### src/rtl/apb_bridge_decoder.sv
// Registered APB3 fabric stage: one upstream master port decoded onto NUM_SLV
// downstream slave ports. Unmapped addresses and slaves that stall past the
// timeout are answered locally with PSLVERR.
module apb_bridge_decoder #(
  parameter int unsigned APB_ADDR_WIDTH = 32,
  parameter int unsigned APB_DATA_WIDTH = 32,
  parameter int unsigned NUM_SLV        = 4,
  parameter logic [NUM_SLV*APB_ADDR_WIDTH-1:0] SLV_BASE = '0,
  parameter logic [NUM_SLV*APB_ADDR_WIDTH-1:0] SLV_MASK = '0,
  parameter int unsigned TIMEOUT        = 256
) (
  input  logic                              pclk,
  input  logic                              preset,
  // upstream master side
  input  logic [APB_ADDR_WIDTH-1:0]         m_paddr,
  input  logic [APB_DATA_WIDTH-1:0]         m_pwdata,
  input  logic                              m_pwrite,
  input  logic                              m_psel,
  input  logic                              m_penable,
  output logic [APB_DATA_WIDTH-1:0]         m_prdata,
  output logic                              m_pready,
  output logic                              m_pslverr,
  // downstream slave side
  output logic [APB_ADDR_WIDTH-1:0]         s_paddr,
  output logic [APB_DATA_WIDTH-1:0]         s_pwdata,
  output logic                              s_pwrite,
  output logic [NUM_SLV-1:0]                s_psel,
  output logic                              s_penable,
  input  logic [NUM_SLV*APB_DATA_WIDTH-1:0] s_prdata,
  input  logic [NUM_SLV-1:0]                s_pready,
  input  logic [NUM_SLV-1:0]                s_pslverr
);

  localparam int unsigned AW = APB_ADDR_WIDTH;
  localparam int unsigned DW = APB_DATA_WIDTH;
  localparam int unsigned IW = (NUM_SLV > 1) ? $clog2(NUM_SLV) : 1;
  localparam int unsigned CW = (TIMEOUT > 0) ? $clog2(TIMEOUT + 1) : 1;
  localparam logic [CW-1:0] CNT_LAST = (TIMEOUT > 0) ? CW'(TIMEOUT - 1) : '0;

  typedef enum logic [1:0] {
    IDLE   = 2'd0,
    SETUP  = 2'd1,
    ACCESS = 2'd2,
    RESP   = 2'd3
  } state_t;

  state_t          state_q, state_d;
  logic [IW-1:0]   idx_q, idx_d;
  logic [CW-1:0]   cnt_q, cnt_d;

  logic [AW-1:0]      paddr_d;
  logic [DW-1:0]      pwdata_d;
  logic               pwrite_d;
  logic [NUM_SLV-1:0] psel_d;
  logic               penable_d;
  logic [DW-1:0]      prdata_d;
  logic               pready_d;
  logic               pslverr_d;

  logic [NUM_SLV-1:0] match;
  logic               hit;
  logic [IW-1:0]      hit_idx;
  logic [NUM_SLV-1:0] hit_onehot;

  logic [DW-1:0]      sel_rdata;
  logic               sel_ready;
  logic               sel_err;
  logic               timeout_hit;

  // Address decode of the live upstream address; lowest matching index wins.
  always_comb begin
    match      = '0;
    hit        = 1'b0;
    hit_idx    = '0;
    hit_onehot = '0;
    for (int unsigned i = 0; i < NUM_SLV; i++) begin
      match[i] = ((m_paddr & SLV_MASK[i*AW +: AW]) ==
                  (SLV_BASE[i*AW +: AW] & SLV_MASK[i*AW +: AW]));
    end
    for (int unsigned i = 0; i < NUM_SLV; i++) begin
      if (match[i] && !hit) begin
        hit           = 1'b1;
        hit_idx       = IW'(i);
        hit_onehot[i] = 1'b1;
      end
    end
  end

  // Response mux for the slave latched at setup time.
  always_comb begin
    sel_rdata = '0;
    sel_ready = 1'b0;
    sel_err   = 1'b0;
    for (int unsigned i = 0; i < NUM_SLV; i++) begin
      if (idx_q == IW'(i)) begin
        sel_rdata = s_prdata[i*DW +: DW];
        sel_ready = s_pready[i];
        sel_err   = s_pslverr[i];
      end
    end
  end

  // Wait-state limit reached on this ACCESS cycle (never when TIMEOUT is 0).
  always_comb begin
    timeout_hit = (TIMEOUT > 0) && (cnt_q == CNT_LAST);
  end

  // Next-state and next-output logic; every registered output has a default.
  always_comb begin
    state_d   = state_q;
    idx_d     = idx_q;
    cnt_d     = cnt_q;
    paddr_d   = s_paddr;
    pwdata_d  = s_pwdata;
    pwrite_d  = s_pwrite;
    psel_d    = s_psel;
    penable_d = s_penable;
    prdata_d  = '0;
    pready_d  = 1'b0;
    pslverr_d = 1'b0;

    case (state_q)
      IDLE: begin
        if (m_psel && !m_penable) begin
          paddr_d  = m_paddr;
          pwdata_d = m_pwdata;
          pwrite_d = m_pwrite;
          if (hit) begin
            state_d = SETUP;
            idx_d   = hit_idx;
            psel_d  = hit_onehot;
          end else begin
            // Unmapped: answer locally on the next cycle.
            state_d   = RESP;
            pready_d  = 1'b1;
            pslverr_d = 1'b1;
          end
        end
      end

      SETUP: begin
        state_d   = ACCESS;
        penable_d = 1'b1;
        cnt_d     = '0;
      end

      ACCESS: begin
        if (sel_ready) begin
          state_d   = RESP;
          psel_d    = '0;
          penable_d = 1'b0;
          pready_d  = 1'b1;
          pslverr_d = sel_err;
          prdata_d  = s_pwrite ? '0 : sel_rdata;
        end else if (timeout_hit) begin
          state_d   = RESP;
          psel_d    = '0;
          penable_d = 1'b0;
          pready_d  = 1'b1;
          pslverr_d = 1'b1;
        end else if (TIMEOUT > 0) begin
          // Cannot wrap: the timeout fires at TIMEOUT-1 < 2**CW - 1.
          cnt_d = cnt_q + CW'(1);
        end
      end

      RESP: begin
        state_d = IDLE;
      end

      default: begin
        state_d   = IDLE;
        psel_d    = '0;
        penable_d = 1'b0;
      end
    endcase
  end

  // State and output registers with synchronous reset.
  always_ff @(posedge pclk) begin
    if (preset) begin
      state_q   <= IDLE;
      idx_q     <= '0;
      cnt_q     <= '0;
      s_paddr   <= '0;
      s_pwdata  <= '0;
      s_pwrite  <= 1'b0;
      s_psel    <= '0;
      s_penable <= 1'b0;
      m_prdata  <= '0;
      m_pready  <= 1'b0;
      m_pslverr <= 1'b0;
    end else begin
      state_q   <= state_d;
      idx_q     <= idx_d;
      cnt_q     <= cnt_d;
      s_paddr   <= paddr_d;
      s_pwdata  <= pwdata_d;
      s_pwrite  <= pwrite_d;
      s_psel    <= psel_d;
      s_penable <= penable_d;
      m_prdata  <= prdata_d;
      m_pready  <= pready_d;
      m_pslverr <= pslverr_d;
    end
  end

endmodule

### config.mk
export PLATFORM = sky130hd
export DESIGN_NAME = apb_bridge_decoder
export DESIGN_NICKNAME = d
export VERILOG_FILES = /design/src/rtl/apb_bridge_decoder.sv
export SDC_FILE = /design/constraint.sdc
export NUM_CORES = 1
export LEC_CHECK = 0
export ABC_CLOCK_PERIOD_IN_PS = 2600
export CORE_MARGIN = 5
export CORE_UTILIZATION = 30
export DETAILED_ROUTE_END_ITERATION = 8
export PLACE_DENSITY = 0.74
export SLEW_MARGIN = 20
export SYNTH_ARGS = -nofsm -noshare
export SYNTH_HDL_FRONTEND = slang
export SYNTH_SLANG_ARGS = --single-unit
### constraint.sdc
create_clock -name pclk -period 2.6 [get_ports pclk]
set_clock_uncertainty 0.05 [all_clocks]
set_input_delay 0.65 -clock pclk [delete_from_list [all_inputs] [get_ports pclk]]
set_output_delay 0.65 -clock pclk [all_outputs]
set_load 0.005 [all_outputs]
==> flow_summary_export.csv <==
group,metric,value,unit
outcome,status,"completed",
placement,dp_cells,793,
clocking,cts_max_level,3,
logic_synthesis,synth.cell_area,0.00390,sq mm
floorplan,die_w,124,um
clocking,cts_root_buf,"clkbuf_16",
layout,fin_area,0.00635,sq mm
timing,finalSetupViolCount,0,
critical_path,crit_path_start,"s_pwrite$_SDFFE_PP0P_",
routing,num_vias,3576,
placement,place.gp.congestion,0.766,
grt,grt_overflow,0,
power,power.total,4.59,mW
layout,drive_gt1_frac,0.0487,
layout,finalNonFillerCells,808,
clocking,path_clk_slew,70,ps
logic_synthesis,ys_types,31,
layout,antenna_cells,0,
critical_path,critical_path.cell_chain,"clkdlybuf4s50_1",
logic_synthesis,yosysWarningCount,0,
grt,grt_max_degree,74,
placement,pre_cts_slack,458,ps
clocking,cts_setup_buffers,0,
critical_path,cp_max_fo,3,
critical_path,setup.worst_path.class,"reg2out",
critical_path,crit_end,"s_pwrite",
routing,drc,0,
placement,io_buffers,203,
run,cap_violations,0,
layout,post-route-util,0.501,
logic_synthesis,synth_edf_count,0,
timing,rsz0062_at_grt,"false",
logic_synthesis,yosys.area.top_type,"dfxtp_1",
timing,final.setup.worst_slack,628,ps
logic_synthesis,syn_inst,439,
power,power.leakage,2.30,nW
logic_synthesis,yosysMostFrequentCell,"nand2_1",
floorplan,die-area,0.0154,sq mm
clocking,cts.path.max_buffers,2,
logic_synthesis,synthTopCellsByCount,"nand2_1 (134), dfxtp_1 (112), a21oi_1 (68)",
power,peakVddDrop,0.387,mV
timing,report.final.slew_viol_count,0,
layout,fillers,1138,
grt,grt_pass1_vias,3473,
logic_synthesis,ys_seq_area_frac,0.575,
routing,viasPerCell,4.43,
grt,grtUsageTotal,0.149,
logic_synthesis,ys_seq_elements,112,
timing,timing.fmax,507,MHz
min_path,hold_class,"reg2reg",
timing,period_share,0.759,
grt,grt_pass1_wl,17.7,mm
critical_path,crit_path_top_delay_cell,"clkdlybuf4s50_1",
critical_path,r2r-end,"state_q[1]$_SDFFE_PP0P_",
critical_path,slowest_delay,530,ps
critical_path,cp.required,1900,ps
floorplan,rows,41,
placement,dp_hpwl,8.89,mm
layout,syn2layout_area_growth,62.8,%
logic_synthesis,synth_area_per_cell,8.88,sq um
grt,antenna_found_initial,1,
critical_path,critical-path-top-delay-family,"buffers and inverters",
critical_path,cp.buffers_inverters,1,
timing,tns,0,ps
routing,drt-total-wl,11.8,mm
timing,worst_slew_pin_slew,753,ps
logic_synthesis,synth.area.top_cells,"dfxtp_1 (57%), nand2_1 (13%), a21oi_1 (8.7%)",
logic_synthesis,async_flop_share,0,
clocking,cts_made_buffers,9,
critical_path,cp_data_arrival_time,1270,ps
critical_path,cp.depth,1,
logic_synthesis,synth_top_area_frac,0.575,
routing,drtIter0Drc,156,
routing,wl_per_cell,14.6,um
routing,first_pass_iters,4,
logic_synthesis,synth-main-ff-cell,"dfxtp_1",
floorplan,dieHeight,124,um
clocking,hold_buffers,0,
clocking,clock_sink_count,112,
floorplan,start_util,0.308,
critical_path,critPathLaunchType,"flop",
critical_path,end_kind,"output pin",
layout,final_nets,842,
clocking,cts.repair.resized,0,
timing,slew_headroom,0.498,
placement,dpl_cell_area,0.00603,sq mm
timing,fin_crit,1970,ps
routing,antenna_left,0,
critical_path,rr_worst_depth,8,
floorplan,io_pins,309,
timing,hold_violations,0,
power,powerDensity,723,mW/mm^2
timing,fin_worst_hold_slack,404,ps
floorplan,coreArea,0.0127,sq mm
clocking,cts_tree,"done",
critical_path,rr_startpoint,"cnt_q[0]$_SDFFE_PP0P_",
critical_path,r2r_setup_slack,700,ps
clocking,clk_latency,340,ps
[flip-flops by register name, indices dropped and copies added (netlist names)]
signal and cells:
m_pslverr 1, state_q 2, s_penable 1, s_pwrite 1, s_pwdata 32, s_psel 1
m_pready 1, m_prdata 32, cnt_q 9, s_paddr 32
[layout by cell type (no fill, tap or decap), types with 2 or more instances in the layout]
master,synthesis,layout
a211oi_1,2,2
a21oi_1,68,68
a32oi_1,2,2
and2_1,32,32
buf_4,9,6
bufinv_16,0,2
clkbuf_16,0,9
clkdlybuf4s50_1,0,202
conb_1,1,3
dfxtp_1,112,112
ha_1,5,5
inv_1,6,6
mux2i_1,2,2
nand2_1,134,134
nand3_1,4,4
nand3b_1,2,2
nand4_1,2,2
nor2_1,18,17
nor3_2,3,3
nor3b_2,2,2
o21ai_0,3,3
xnor2_1,4,4
[power breakdown]
part	leakage [nW]	internal, mW	switching [mW]
registers	0.909	1.89	0.0830
logic	1.23	0.592	0.558
clock network	0.155	0.865	0.606
[how the worst min path moves through the flow]
stage / from / endpoint / slack, ps / cells past startpoint
final: s_paddr[23]$_SDFFE_PP0P_ / s_paddr[23]$_SDFFE_PP0P_ / 400 / 2
after global routing: s_pwdata[26]$_SDFFE_PP0P_ / s_pwdata[26]$_SDFFE_PP0P_ / 420 / 2
after CTS: s_paddr[23]$_SDFFE_PP0P_ / s_paddr[23]$_SDFFE_PP0P_ / 410 / 2
after detailed placement: s_paddr[23]$_SDFFE_PP0P_ / s_paddr[23]$_SDFFE_PP0P_ / 400 / 2
after global placement: s_paddr[15]$_SDFFE_PP0P_ / s_paddr[15]$_SDFFE_PP0P_ / 390 / 2
after floorplan: s_paddr[0]$_SDFFE_PP0P_ / s_paddr[0]$_SDFFE_PP0P_ / 400 / 2
[routing by layer]
metal	routed length (um)	vias to the layer above	GRT usage
li1	-	1782	-
met1	4910	1608	0.177
met2	5340	162	0.239
met3	1230	22	0.0554
met4	269	2	0.0691
met5	13	-	0
[kinds of logic after synthesis]
| logic type | Yosys count | synth area share |
|---|---|---|
| AO/OA/AOI/OAI | 78 | 0.107 |
| XOR/XNOR | 5 | 0.0112 |
| adder cells (fa/ha/maj) | 5 | 0.0160 |
| buffers and inverters | 35 | 0.0504 |
| flip-flops | 112 | 0.575 |
| multiplexers | 2 | 0.00513 |
| other | 1 | 0.000962 |
| AND/OR/NAND/NOR | 201 | 0.234 |
[cell type report]
type / instances / area [sq um] / area share
clock buffer: 10 / 239 / 0.0376
clock inverter: 5 / 81.3 / 0.0128
inverter: 6 / 22.5 / 0.00355
multi-input combinational: 294 / 1480 / 0.233
sequential: 112 / 2240 / 0.353
tap: 172 / 215 / 0.0339
timing repair buffer: 209 / 2070 / 0.326
No activity file was read; power rests on OpenSTA's default activity.
